===== config.mk =====
export PLATFORM = sky130hd
export DESIGN_NAME = alu_serial
export DESIGN_NICKNAME = d
export VERILOG_FILES = /design/src/rtl/alu_serial_pkg.sv /design/src/rtl/alu_nibble.sv /design/src/rtl/alu_serial.sv
export SDC_FILE = /design/constraint.sdc
export NUM_CORES = 1
export LEC_CHECK = 0
export BUFFER_PORTS_ARGS = -buffer_cell sky130_fd_sc_hd__buf_2
export CAP_MARGIN = 20
export CORE_UTILIZATION = 55
export DETAILED_ROUTE_END_ITERATION = 6
export PLACE_DENSITY_LB_ADDON = 0.12
export REMOVE_ABC_BUFFERS = 1
export SLEW_MARGIN = 10
export SYNTH_ARGS = -nofsm -noshare
export SYNTH_HDL_FRONTEND = slang
export SYNTH_SLANG_ARGS = --single-unit

===== constraint.sdc =====
create_clock -name clk -period 7.1 [get_ports clk]
set_input_delay 0.355 -clock clk [delete_from_list [all_inputs] [get_ports clk]]
set_output_delay 0.355 -clock clk [all_outputs]
set_load 0.01 [all_outputs]

===== src/rtl/alu_serial_pkg.sv =====
`default_nettype none
// ============================================================================
// Module  : alu_serial_pkg
// Purpose : Shared types for the nibble-serial ALU: operation encoding,
//           sequencer state and BCD adjust constants.
// Ports   : none (package)
// Rev     : 1.0  initial release
// ============================================================================
package alu_serial_pkg;

  typedef enum logic [3:0] {
    OP_ADD = 4'd0,
    OP_SUB = 4'd1,
    OP_CP  = 4'd2,
    OP_AND = 4'd3,
    OP_OR  = 4'd4,
    OP_XOR = 4'd5,
    OP_NOT = 4'd6,
    OP_RRC = 4'd7,
    OP_RLC = 4'd8
  } alu_op;

  typedef enum logic {
    IDLE = 1'b0,
    RUN  = 1'b1
  } alu_serial_state;

  localparam int BCD_RADIX   = 10;
  localparam int BCD_SUB_ADJ = 6;

endpackage
`default_nettype wire


===== src/rtl/alu_nibble.sv =====
`default_nettype none
// ============================================================================
// Module  : alu_nibble
// Purpose : Combinational 4-bit ALU slice. The carry input is the chained
//           carry/borrow for arithmetic, and the bit shifted in for rotates.
// Ports   : op      - operation
//           a_i     - operand A nibble
//           b_i     - operand B nibble
//           carry_i - incoming carry / borrow / shift-in bit
//           decimal - BCD adjust enable for ADD/SUB/CP
//           out_i   - result nibble
//           carry_o - outgoing carry / borrow / shift-out bit
// Rev     : 1.0  initial release
// ============================================================================
module alu_nibble
  import alu_serial_pkg::*;
(
  input  alu_op      op,
  input  logic [3:0] a_i,
  input  logic [3:0] b_i,
  input  logic       carry_i,
  input  logic       decimal,
  output logic [3:0] out_i,
  output logic       carry_o
);

  logic [4:0] sum;
  logic [4:0] diff;
  logic [4:0] sum_adj;
  logic [4:0] diff_adj;

  always_comb begin
    sum      = {1'b0, a_i} + {1'b0, b_i} + {4'b0, carry_i};
    diff     = {1'b0, a_i} - {1'b0, b_i} - {4'b0, carry_i};
    sum_adj  = sum - 5'(BCD_RADIX);
    diff_adj = diff - 5'(BCD_SUB_ADJ);
    out_i    = 4'h0;
    carry_o  = carry_i;
    case (op)
      OP_ADD: begin
        if (decimal && (sum >= 5'(BCD_RADIX))) begin
          out_i   = sum_adj[3:0];
          carry_o = 1'b1;
        end else begin
          {carry_o, out_i} = sum;
        end
      end
      OP_SUB, OP_CP: begin
        // A negative nibble difference borrows and is folded into 0..9 by -6.
        if (decimal && diff[4]) begin
          out_i   = diff_adj[3:0];
          carry_o = 1'b1;
        end else begin
          {carry_o, out_i} = diff;
        end
      end
      OP_AND: out_i = a_i & b_i;
      OP_OR:  out_i = a_i | b_i;
      OP_XOR: out_i = a_i ^ b_i;
      OP_NOT: out_i = ~a_i;
      OP_RRC: begin
        out_i   = {carry_i, a_i[3:1]};
        carry_o = a_i[0];
      end
      OP_RLC: begin
        out_i   = {a_i[2:0], carry_i};
        carry_o = a_i[3];
      end
      default: begin
        out_i   = 4'h0;
        carry_o = carry_i;
      end
    endcase
  end

endmodule
`default_nettype wire


===== src/rtl/alu_serial.sv =====
`default_nettype none
// ============================================================================
// Module  : alu_serial
// Purpose : Multi-nibble ALU that processes one nibble per clock through a
//           single time-multiplexed alu_nibble slice, with a start/done
//           handshake.
// Ports   : clk, reset (async, active-high)
//           start, op, use_carry, decimal, carry_in, a, b  - request
//           ready     - idle, start will be accepted
//           done      - one-cycle pulse, outputs just updated
//           result, carry_out, zero_out - held results
// Rev     : 1.0  initial release
// ============================================================================
module alu_serial
  import alu_serial_pkg::*;
#(
  parameter int NIBBLES = 2
) (
  input  logic                 clk,
  input  logic                 reset,
  input  logic                 start,
  input  alu_op                op,
  input  logic                 use_carry,
  input  logic                 decimal,
  input  logic                 carry_in,
  input  logic [4*NIBBLES-1:0] a,
  input  logic [4*NIBBLES-1:0] b,
  output logic                 ready,
  output logic                 done,
  output logic [4*NIBBLES-1:0] result,
  output logic                 carry_out,
  output logic                 zero_out
);

  localparam int W  = 4 * NIBBLES;
  localparam int CW = (NIBBLES > 1) ? $clog2(NIBBLES) : 1;

  alu_serial_state state_q, state_d;
  alu_op           op_q, op_d;
  logic [CW-1:0]   cnt_q, cnt_d;
  logic [W-1:0]    a_q, a_d, b_q, b_d, acc_q, acc_d;
  logic [W-1:0]    result_q, result_d;
  logic            dec_q, dec_d, carry_q, carry_d;
  logic            carry_out_q, carry_out_d, zero_out_q, zero_out_d;
  logic            done_q, done_d, ready_q, ready_d;

  logic [CW-1:0]   nib_idx;
  logic [3:0]      nib_out;
  logic            nib_carry;
  logic            last_nib;
  logic            seed;

  // RRC walks from the most significant nibble down; everything else LSN first.
  assign nib_idx  = (op_q == OP_RRC) ? (CW'(NIBBLES - 1) - cnt_q) : cnt_q;
  assign last_nib = (cnt_q == CW'(NIBBLES - 1));

  alu_nibble u_nibble (
    .op      (op_q),
    .a_i     (a_q[nib_idx*4 +: 4]),
    .b_i     (b_q[nib_idx*4 +: 4]),
    .carry_i (carry_q),
    .decimal (dec_q),
    .out_i   (nib_out),
    .carry_o (nib_carry)
  );

  // Chain seed: CP ignores the incoming carry, ADD/SUB gate it with
  // use_carry, logic ops and rotates carry carry_in straight through.
  always_comb begin
    case (op)
      OP_ADD, OP_SUB: seed = use_carry & carry_in;
      OP_CP:          seed = 1'b0;
      default:        seed = carry_in;
    endcase
  end

  always_comb begin
    state_d     = state_q;
    op_d        = op_q;
    cnt_d       = cnt_q;
    a_d         = a_q;
    b_d         = b_q;
    acc_d       = acc_q;
    dec_d       = dec_q;
    carry_d     = carry_q;
    result_d    = result_q;
    carry_out_d = carry_out_q;
    zero_out_d  = zero_out_q;
    ready_d     = ready_q;
    done_d      = 1'b0;
    case (state_q)
      IDLE: begin
        if (start) begin
          state_d = RUN;
          op_d    = op;
          a_d     = a;
          b_d     = b;
          dec_d   = decimal;
          carry_d = seed;
          cnt_d   = '0;
          acc_d   = '0;
          ready_d = 1'b0;
        end
      end
      RUN: begin
        acc_d[nib_idx*4 +: 4] = nib_out;
        carry_d               = nib_carry;
        cnt_d                 = cnt_q + 1'b1;
        if (last_nib) begin
          state_d     = IDLE;
          ready_d     = 1'b1;
          done_d      = 1'b1;
          result_d    = acc_d;
          carry_out_d = nib_carry;
          zero_out_d  = (acc_d == '0);
        end
      end
      default: state_d = IDLE;
    endcase
  end

  always_ff @(posedge clk or posedge reset) begin
    if (reset) begin
      state_q     <= IDLE;
      op_q        <= OP_ADD;
      cnt_q       <= '0;
      a_q         <= '0;
      b_q         <= '0;
      acc_q       <= '0;
      dec_q       <= 1'b0;
      carry_q     <= 1'b0;
      result_q    <= '0;
      carry_out_q <= 1'b0;
      zero_out_q  <= 1'b0;
      done_q      <= 1'b0;
      ready_q     <= 1'b1;
    end else begin
      state_q     <= state_d;
      op_q        <= op_d;
      cnt_q       <= cnt_d;
      a_q         <= a_d;
      b_q         <= b_d;
      acc_q       <= acc_d;
      dec_q       <= dec_d;
      carry_q     <= carry_d;
      result_q    <= result_d;
      carry_out_q <= carry_out_d;
      zero_out_q  <= zero_out_d;
      done_q      <= done_d;
      ready_q     <= ready_d;
    end
  end

  assign ready     = ready_q;
  assign done      = done_q;
  assign result    = result_q;
  assign carry_out = carry_out_q;
  assign zero_out  = zero_out_q;

endmodule
`default_nettype wire


==> impl_metrics.py <==
metrics = {
    "run_status": {
        "outcome": "completed",
    },
    "sta": {
        "setup_violations": 0,
        "rsz0062_at_grt": "false",
        "period_needed_ps": 4490,
        "fin_skew_ps": 7.30,
        "max_freq_ghz": 0.223,
        "setup_tns_ps": 0,
        "fin_crit_sh": 0.632,
        "drv_slew": 0,
        "hold_violations": 0,
        "tightest_slew_ps": 575,
        "relSlewSlack": 0.617,
    },
    "final_layout": {
        "n_fill_cell": 449,
        "areaGrowthSynthToFinish_pct": 12.0,
        "final_cell_count_no_fill": 419,
        "fin_nets": 392,
        "drive_gt1_frac": 0.244,
        "antennaDiodeCount": 0,
    },
    "critical_path": {
        "cp-end-kind": "flop",
        "r2r_start": "op_q[0]",
        "slowest_delay_ps": 640,
        "worstPathRequired_ps": 7290,
        "arrival_ps": 4680,
        "path_class": "reg -> reg",
        "crit_path_max_fanout": 16,
        "reg2reg_slack_ps": 2610,
        "critPathSlowestCell": "dfrtp_1",
        "crit_family": "adder cells",
        "crit_chain": "and4b_1 > xnor2_2 > mux2i_2 > inv_1 > fa_1 > fa_1 > xnor2_1 > ha_1 > nor2b_1 > a21oi_1 > a31oi_1 > xor2_1 > nor2_1 > or2_1 > a32o_1",
        "worstSetupStartpoint": "op_q[0]",
        "cpMostUsedCell": "fa_1",
        "cp-start-kind": "flop",
        "path_buf_inv": 1,
    },
    "floorplan": {
        "coreArea_mm2": 0.00520,
        "rows": 26,
        "fp.dieH_um": 76.0,
        "pin_count": 38,
        "die_w_um": 76.0,
        "start_util": 0.578,
        "die_area_mm2": 0.00577,
    },
    "hold_path": {
        "hold_path_class": "in -> async",
    },
    "global_routing": {
        "overflow": 0,
        "track_usage": 0.253,
        "grt_pass1_vias": 2449,
        "antenna_found_initial": 0,
        "grt_first_pass_wirelength_um": 11700,
        "grt_max_degree": 45,
    },
    "logic_synthesis": {
        "ys_seq_area_frac": 0.366,
        "synth_fa_ha_area_frac": 0.0881,
        "synth-edff-count": 0,
        "synth-main-ff-cell": "dfrtp_1",
        "yosys.cell_types.count": 60,
        "ys_ff_latch": 44,
        "synth_top_area_frac": 0.357,
        "synth_area_mm2": 0.00301,
        "async_reset_ff_frac": 1.00,
        "synthXorXnorAreaFrac": 0.0258,
        "ys_top_cells_by_area": "dfrtp_1 (36%), mux2_2 (9.7%), ha_1 (5.8%), nand2_1 (3.9%), o21ai_0 (3.8%)",
        "synth_compound_area_frac": 0.167,
        "synthCells": 318,
        "synthSimpleGateAreaFrac": 0.163,
        "synthMuxAreaShare": 0.139,
        "synth_most_common_cell": "dfrtp_1",
        "yosys_warnings": 0,
        "yosys-top-cells-count": "dfrtp_1 (43), nand2_1 (31), mux2_2 (26)",
        "syn_area_per_cell_um2": 9.47,
        "synth_top_family_by_area": "compound AO/OA/AOI/OAI gates",
        "post-synth-top-area-cell": "dfrtp_1",
    },
    "detailed_routing": {
        "drtAntennaViolNets": 0,
        "wire_per_inst_um": 16.5,
        "remaining_drc_errors": 0,
        "first_pass_iters": 4,
        "vias": 2423,
        "drt_iter0_drc": 131,
        "routed_wl_um": 6900,
        "viasPerCell": 5.78,
    },
    "clock_tree": {
        "htreeDepth": 2,
        "clock_path_buffers": 2,
        "post_cts_buffers": 0,
        "cts_tree": "done",
        "cts-root-buf": "clkbuf_8",
        "numCtsBuffers": 5,
        "clk_pin_slew_ps": 90,
        "cts_hold_buffers": 0,
        "ctsResizeCount": 0,
        "cts.sinks": 44,
        "clk-insertion-delay-late_ps": 300,
    },
    "job": {
        "cap_violations": 0,
    },
    "placed_design": {
        "dpl.hpwl_um": 5240,
        "dp_cells": 410,
        "portBuffers": 37,
        "place_congestion": 0.963,
    },
}
[registers in the layout, indices dropped and copies added (netlist names)]
name and cells:
state_q 1, b_q 8, zero_out 1, carry_out 1, carry_q 1, done 1
ready 1, cnt_q 1, result 8, op_q 4, dec_q 1, a_q 8
acc_q 8
[worst min-delay path: stages]
cell	delay [ps]
buf_2	100
clkinv_1	30
buf_4	460
[path summary, 6_finish.rpt]
path,end,cells after the start
hold / removal,a_q[5],3
max in group asynchronous,dec_q,3
setup / recovery,acc_q[3],15
min in group clk,a_q[6],2
setup reg to reg,acc_q[3],15
hold reg to reg,result[7],2
[cell families (layout without fill, tap and decap cells)]
group                      Yosys count  after routing
muxes                               38             38
xor gates and xnor gates             8              8
DFF                                 44             44
AOI/OAI and AO/OA                   74             74
and+or+nand+nor                     96             96
buffers and inverters               39             70
adders and majority gates           19             19
[layout by cell type (no fill, tap or decap), types with 3 or more instances in the layout]
master and instances:
buf_2 37, nand3_1 3, a21o_1 5, xnor2_1 6
mux2i_1 10, inv_1 18, a31oi_1 5, o21ai_0 23
nor2b_1 7, o31ai_1 4, a32o_1 3, or2_2 3
nand2_1 31, dfrtp_1 43, fa_1 4, mux2_2 26
nor2_1 18, or3_1 3, or4_1 3, buf_4 3
ha_1 14, nand2b_1 7, nor3_1 8, clkbuf_8 6
a21oi_1 10
[area by class of cell]
cell class | instances | area (um^2) | area share
Clock buffer | 6 | 82.6 | 0.0245
Clock inverter | 2 | 38.8 | 0.0115
Inverter | 21 | 78.8 | 0.0234
Multi-Input combinational cell | 235 | 1760 | 0.522
Sequential cell | 44 | 1100 | 0.327
Tap cell | 70 | 87.6 | 0.0260
Timing Repair Buffer | 41 | 223 | 0.0661
[stage by stage]
stage,instance area (um^2),util,hold WS [ps],setup slack [ps]
after floorplan,2940,-,453,2700
after global placement,3230,0.621,454,2700
after detailed placement,3230,0.621,461,2670
after CTS,3360,0.645,197,2630
after global routing,3370,0.648,251,2290
final,3370,0.648,183,2610
[layer usage]
metal | GRT usage | vias to the layer above | part of all wire
met1 | 0.330 | 1158 | 0.44
met4 | 0.0827 | 0 | 0.020
met5 | 0 | - | 0
met2 | 0.438 | 56 | 0.51
met3 | 0.0287 | 12 | 0.032
li1 | - | 1197 | -
Power is left out: the tool's default activity adds up to more than one toggle a clock period on the data nets, which glitch-free logic cannot reach.
